### config.mk
export PLATFORM = sky130hd
export DESIGN_NAME = reset_sequencer
export DESIGN_NICKNAME = d
export VERILOG_FILES = /design/src/rtl/rstseq_pkg.sv /design/src/rtl/rstseq_stage_timer.sv /design/src/rtl/reset_sequencer.sv
export SDC_FILE = /design/constraint.sdc
export NUM_CORES = 1
export LEC_CHECK = 0
export ABC_CLOCK_PERIOD_IN_PS = 2700
export BUFFER_PORTS_ARGS = -buffer_cell sky130_fd_sc_hd__buf_2
export CAP_MARGIN = 10
export CORE_MARGIN = 2
export CORE_UTILIZATION = 25
export CTS_CLUSTER_SIZE = 14
export DETAILED_ROUTE_END_ITERATION = 8
export SLEW_MARGIN = 15
export SYNTH_ARGS = -nofsm -noshare
export SYNTH_HDL_FRONTEND = slang
export SYNTH_SLANG_ARGS = --single-unit
### constraint.sdc
create_clock -name CPU_CLK -period 2.7 [get_ports CPU_CLK]
set_input_delay 0.27 -clock CPU_CLK [delete_from_list [all_inputs] [get_ports CPU_CLK]]
set_output_delay 0.27 -clock CPU_CLK [all_outputs]
set_load 0.02 [all_outputs]
### src/rtl/rstseq_pkg.sv
// Shared types for the reset sequencer: FSM state encoding, reset-cause codes
// and a helper that sizes the watchdog timer terminal.
// Imported by reset_sequencer and rstseq_stage_timer.
package rstseq_pkg;

  typedef enum logic [1:0] {
    HOLD      = 2'd0,
    WAIT_LOCK = 2'd1,
    STAGE     = 2'd2,
    RUN       = 2'd3
  } state_t;

  typedef logic [1:0] cause_t;

  localparam cause_t CAUSE_RST  = 2'b00;
  localparam cause_t CAUSE_LOCK = 2'b01;
  localparam cause_t CAUSE_SW   = 2'b10;
  localparam cause_t CAUSE_WDOG = 2'b11;

  // Period handed to the shared timer so that its terminal flag marks the
  // cycle on which a width-bit watchdog would step onto all-ones.
  function automatic int wdog_period(input int width);
    return (1 << width) - 1;
  endfunction

endpackage

### src/rtl/rstseq_stage_timer.sv
// Free-running period timer: counts while enabled, wraps to zero after the
// terminal count, and flags the terminal cycle (count == DELAY-1).
// Ports:
//   CPU_CLK, RST   clock and synchronous active-low reset
//   i_clr          force count to zero (wins over i_en)
//   i_en           advance the count this cycle
//   o_term         high while count == DELAY-1
module rstseq_stage_timer
  import rstseq_pkg::*;
#(
  parameter int WIDTH = 20,
  parameter int DELAY = 524288
) (
  input  logic CPU_CLK,
  input  logic RST,
  input  logic i_clr,
  input  logic i_en,
  output logic o_term
);

  localparam logic [WIDTH-1:0] TERM = WIDTH'(DELAY - 1);

  logic [WIDTH-1:0] r_cnt;

  assign o_term = (r_cnt == TERM);

  always_ff @(posedge CPU_CLK) begin
    if (!RST) begin
      r_cnt <= '0;
    end else if (i_clr) begin
      r_cnt <= '0;
    end else if (i_en) begin
      r_cnt <= o_term ? '0 : r_cnt + 1'b1;
    end
  end

endmodule

### src/rtl/reset_sequencer.sv
// Multi-channel reset sequencer: waits for PLL lock, then releases CHANNELS
// active-low resets in ascending order, DELAY cycles apart. Re-sequences on
// lock loss, on sw_req while running, or on watchdog expiry, and reports why.
// Optional watchdog: define RSTSEQ_WATCHDOG_EN to build it.
// Ports:
//   CPU_CLK, RST   clock and synchronous active-low reset
//   lock           PLL lock level (already in the CPU_CLK domain)
//   sw_req         one-cycle pulse, re-sequence request (honoured in RUN only)
//   wdog_kick      one-cycle pulse, restarts the watchdog
//   rst_n_out      sequenced active-low resets, bit 0 released first
//   seq_done       high while every channel is released
//   cause          last reset cause: 00 RST, 01 lock, 10 software, 11 watchdog
module reset_sequencer
  import rstseq_pkg::*;
#(
  parameter int CHANNELS   = 4,
  parameter int CNT_WIDTH  = 20,
  parameter int DELAY      = 524288,
  parameter int WDOG_WIDTH = 24
) (
  input  logic                CPU_CLK,
  input  logic                RST,
  input  logic                lock,
  input  logic                sw_req,
  input  logic                wdog_kick,
  output logic [CHANNELS-1:0] rst_n_out,
  output logic                seq_done,
  output logic [1:0]          cause
);

  localparam int IDX_W = (CHANNELS > 1) ? $clog2(CHANNELS) : 1;
  localparam logic [IDX_W-1:0] LAST_IDX = IDX_W'(CHANNELS - 1);

  if ((CHANNELS < 1) || (CHANNELS > 16)) begin : g_bad_channels
    $error("reset_sequencer: CHANNELS must be in 1..16");
  end
  if ((DELAY < 2) || (longint'(DELAY) > ((longint'(1) << CNT_WIDTH) - 1))) begin : g_bad_delay
    $error("reset_sequencer: DELAY must satisfy 2 <= DELAY <= 2**CNT_WIDTH-1");
  end
  if (WDOG_WIDTH < 2) begin : g_bad_wdog
    $error("reset_sequencer: WDOG_WIDTH must be at least 2");
  end

  state_t             r_state;
  logic [CHANNELS-1:0] r_rst_n;
  logic               r_seq_done;
  cause_t             r_cause;
  logic [IDX_W-1:0]   r_idx;

  logic w_stage_en;
  logic w_stage_clr;
  logic w_stage_term;
  logic w_wdog_expire;

  // The stage timer only runs in STAGE; every other state holds it at zero,
  // so WAIT_LOCK always hands STAGE a fresh count.
  assign w_stage_en  = (r_state == STAGE);
  assign w_stage_clr = !w_stage_en;

  rstseq_stage_timer #(
    .WIDTH (CNT_WIDTH),
    .DELAY (DELAY)
  ) u_stage_timer (
    .CPU_CLK (CPU_CLK),
    .RST     (RST),
    .i_clr   (w_stage_clr),
    .i_en    (w_stage_en),
    .o_term  (w_stage_term)
  );

`ifdef RSTSEQ_WATCHDOG_EN
  logic w_wdog_run;
  logic w_wdog_clr;
  logic w_wdog_term;

  assign w_wdog_run = (r_state == RUN);
  assign w_wdog_clr = !w_wdog_run || wdog_kick;

  // Terminal sits one below all-ones: expiry fires on the edge the count
  // would reach all-ones. A kick on that same cycle suppresses it.
  rstseq_stage_timer #(
    .WIDTH (WDOG_WIDTH),
    .DELAY (wdog_period(WDOG_WIDTH))
  ) u_wdog_timer (
    .CPU_CLK (CPU_CLK),
    .RST     (RST),
    .i_clr   (w_wdog_clr),
    .i_en    (w_wdog_run),
    .o_term  (w_wdog_term)
  );

  assign w_wdog_expire = w_wdog_run && w_wdog_term && !wdog_kick;
`else
  logic w_unused_kick;
  assign w_unused_kick = wdog_kick;
  assign w_wdog_expire = 1'b0;
`endif

  always_ff @(posedge CPU_CLK) begin
    if (!RST) begin
      r_state    <= HOLD;
      r_rst_n    <= '0;
      r_seq_done <= 1'b0;
      r_cause    <= CAUSE_RST;
      r_idx      <= '0;
    end else begin
      case (r_state)
        HOLD: begin
          r_state <= WAIT_LOCK;
        end

        WAIT_LOCK: begin
          r_rst_n    <= '0;
          r_seq_done <= 1'b0;
          r_idx      <= '0;
          if (lock) begin
            r_state <= STAGE;
          end
        end

        STAGE: begin
          if (!lock) begin
            r_rst_n    <= '0;
            r_seq_done <= 1'b0;
            r_cause    <= CAUSE_LOCK;
            r_state    <= WAIT_LOCK;
          end else if (w_stage_term) begin
            // Channels are released low-to-high, so releasing r_idx is the
            // same as shifting one more 1 in from the bottom.
            r_rst_n <= (r_rst_n << 1) | CHANNELS'(1);
            if (r_idx == LAST_IDX) begin
              r_seq_done <= 1'b1;
              r_state    <= RUN;
            end else begin
              r_idx <= r_idx + 1'b1;
            end
          end
        end

        RUN: begin
          if (!lock) begin
            r_rst_n    <= '0;
            r_seq_done <= 1'b0;
            r_cause    <= CAUSE_LOCK;
            r_state    <= WAIT_LOCK;
          end else if (w_wdog_expire) begin
            r_rst_n    <= '0;
            r_seq_done <= 1'b0;
            r_cause    <= CAUSE_WDOG;
            r_state    <= WAIT_LOCK;
          end else if (sw_req) begin
            r_rst_n    <= '0;
            r_seq_done <= 1'b0;
            r_cause    <= CAUSE_SW;
            r_state    <= WAIT_LOCK;
          end
        end

        default: begin
          r_state <= HOLD;
        end
      endcase
    end
  end

  assign rst_n_out = r_rst_n;
  assign seq_done  = r_seq_done;
  assign cause     = r_cause;

endmodule

==> flow_summary_export.csv <==
group,metric,value,unit
run_status,status,"completed",
floorplanning,dieWidth,80.3,µm
cells_and_area,multiInputGateArea,787,µm²
clocking,holdBufCountCts,0,
place,port_buffers,10,
route,dr_wl_met3,92,µm
floorplanning,start_util,0.261,
synthesis,yosysSeqAreaShare,0.426,
pwr,p_sw_frac,0.219,
synthesis,yosysMostFrequentCell,"nor2_1",
sta,fin_crit_sh,0.808,
hold_path,hold_path.class,"in2reg",
synthesis,synth_ff_type,"dfxtp_1",
clocking,ctsResizeCount,0,
grt,grt_use_total,0.0880,
setup_path,startpoint_type,"register",
synthesis,synthesis.nets,174,
grt,grt_overflow,0,
clocking,post-cts-setup-buffer-count,0,
route,num_vias,1087,
pwr,p_leak,0.605,nW
pwr,p_clk_frac,0.431,
sta,tightest_slew,0.785,ns
sta,fmax,459,MHz
setup_path,critical_path_peak_fanout,6,
sta,slew_headroom,0.472,
clocking,clkTransAtPathRegs,0.06,ns
pwr,p_int,716,µW
clocking,cts.sinks,31,
cells_and_area,num-fill-cells,616,
synthesis,synth_simple_gate_area_frac,0.292,
synthesis,yosysWarnings,0,
route,finalWirelength,2420,µm
clocking,ctsLongestPathBuffers,2,
synthesis,synth_xor_area_frac,0.108,
grt,antenna_found_initial,0,
pwr,comb_power_share,0.059,
setup_path,arrival,2.39,ns
run,cap_viol_max_count,0,
pwr,p_seq_frac,0.510,
setup_path,required,2.91,ns
synthesis,syn_inst,163,
synthesis,synthMuxAreaShare,0.0481,
synthesis,synthTopCellsByCount,"nor2_1 (32), dfxtp_1 (31), nand2_1 (14)",
route,drtIter0Drc,47,
synthesis,synthDistinctLibCells,33,
floorplanning,die_y,80.3,µm
grt,grt_pass1_vias,1092,
grt,grt_max_degree,20,
cells_and_area,diodes,0,
route,wl_per_cell,9.70,µm
clocking,root_buffer,"clkbuf_8",
sta,setup_tns,0,ns
floorplanning,num_rows,27,
synthesis,syn_avg_cell_area,8.93,µm²
cells_and_area,drive_gt1_frac,0.136,
synthesis,synth-compound-area-share,0.0404,
sta,drv_slew,0,
setup_path,path_class,"reg2reg",
route,vias_per_cell,4.37,
setup_path,end_kind,"register",
pwr,power_density,547,nW/µm²
synthesis,synth_area_leader_cell,"dfxtp_1",
route,ant_nets,0,
route,drt-met1-wl,1230,µm
sta,finalHoldViolCount,0,
route,drtPass1Iterations,4,
synthesis,synthTopCellsByArea,"dfxtp_1 (43%), nor2_1 (8.2%), xnor2_1 (6.6%), ha_1 (5.2%), mux2i_1 (4.8%)",
floorplanning,ioPinCount,12,
clocking,ctsHtreeMaxLevel,2,
pwr,vdd_drop_max,0.000280,V
route,remaining_drc_errors,0,
synthesis,synth_area,1460,µm²
floorplanning,die_area,6450,µm²
setup_path,r2r_slack,0.52,ns
sta,finalCriticalPeriod,2.18,ns
sta,rsz0062_at_grt,"no",
route,wl_met2,1050,µm
synthesis,synth_fa_ha_area_frac,0.0515,
floorplanning,core_region_area,5570,µm²
synthesis,async_reset_ff_frac,0,
cells_and_area,nets,187,
synthesis,synth_edf_count,0,
cells_and_area,regArea,621,µm²
synthesis,ys_ff_latch,31,
synthesis,yosys.area.top_type_share,0.426,
grt,grt_pass1_wl,4490,µm
clocking,cts_made_buffers,5,
pwr,switching_power,200,µW
cells_and_area,area_growth,14.9,%
synthesis,synth_top_family_by_area,"simple AND/OR/NAND/NOR gates",
clocking,clk_latency,0.27,ns
sta,finClkSkew,0.00294,ns
place,gp_congestion,0.736,
clocking,cts_tree,"built",
sta,setup_viol,0,
sta,fin_hold_ws,0.329,ns
route,top_layer_used,"met4",
place,hpwl,1710,µm
power by group through the flow:
stage                     combinational (mW)  clock (mW)  sequential (mW)
final                                 0.0539       0.395            0.467
after CTS                             0.0549       0.411            0.467
after floorplan                       0.0406           0            0.478
after detailed placement              0.0539           0            0.478
after global routing                  0.0627       0.432            0.468
after global placement                0.0537           0            0.477
cell usage in the layout, fill, tap and decap left out, types with 2 or more instances in the layout:
| cell | n |
|---|---|
| ha_1 | 6 |
| dfxtp_1 | 31 |
| a21oi_1 | 2 |
| o21ai_0 | 3 |
| buf_2 | 10 |
| xnor2_1 | 11 |
| xor2_1 | 7 |
| nand2_1 | 14 |
| inv_1 | 7 |
| nand3_1 | 8 |
| nor2_1 | 32 |
| mux2i_1 | 7 |
| clkbuf_8 | 7 |
| nand4_1 | 3 |
| and3_1 | 3 |
| nand2b_1 | 5 |
| nor3_1 | 4 |
logic make-up after synthesis:
group / count (synthesis)
flops: 31
simple gates: 81
xor+xnor: 18
compound gates: 9
fa+ha+maj: 6
mux: 7
buf+inv: 11
critical path, stage by stage, from the launching register on:
cell and delay [ns]:
dfxtp_1 0.37, ha_1 0.24, nand4_2 0.20, or4_4 0.50, or3_4 0.38, nor3_4 0.23
mux2i_1 0.20
routing by layer:
layer,up-vias,track usage
met5,-,0
met4,0,0.0356
li1,569,-
met2,13,0.141
met1,501,0.106
met3,4,0.0337
cell type report:
type,instances,share of cell area
inverters,7,0.0157
clock buffers,8,0.0598
flip-flops and latches,31,0.371
multi-input cells,121,0.470
well taps,72,0.0538
repair buffers,10,0.0299
through the flow:
| stage | util | instance area, µm² | instances | setup WS [ns] | total power, mW |
|---|---|---|---|---|---|
| CTS | 0.300 | 1670 | 249 | 0.508 | 0.933 |
| detailed placement | 0.282 | 1570 | 241 | 0.526 | 0.532 |
| global placement | 0.282 | 1570 | 241 | 0.543 | 0.531 |
| global route | 0.300 | 1670 | 249 | 0.399 | 0.963 |
| floorplan | - | 1460 | 163 | 0.701 | 0.518 |
| finish | 0.300 | 1670 | 249 | 0.519 | 0.916 |
final timing paths:
kind                                                to                   start  cells past startpoint
worst max-delay path                          r_idx[0]  u_stage_timer.r_cnt[0]                      6
worst min register to register  u_stage_timer.r_cnt[0]  u_stage_timer.r_cnt[0]                      1
worst max register to register                r_idx[0]  u_stage_timer.r_cnt[0]                      6
worst min-delay path                          cause[1]                  sw_req                      3
state kept, by name, summed over array words and instances, names as in the netlist:
signal and count:
seq_done 1, cause 2, rst_n_out 4, u_stage_timer.r_cnt 20, r_idx 2, r_state 2
Note: power is estimated with default switching activity, not from simulation.
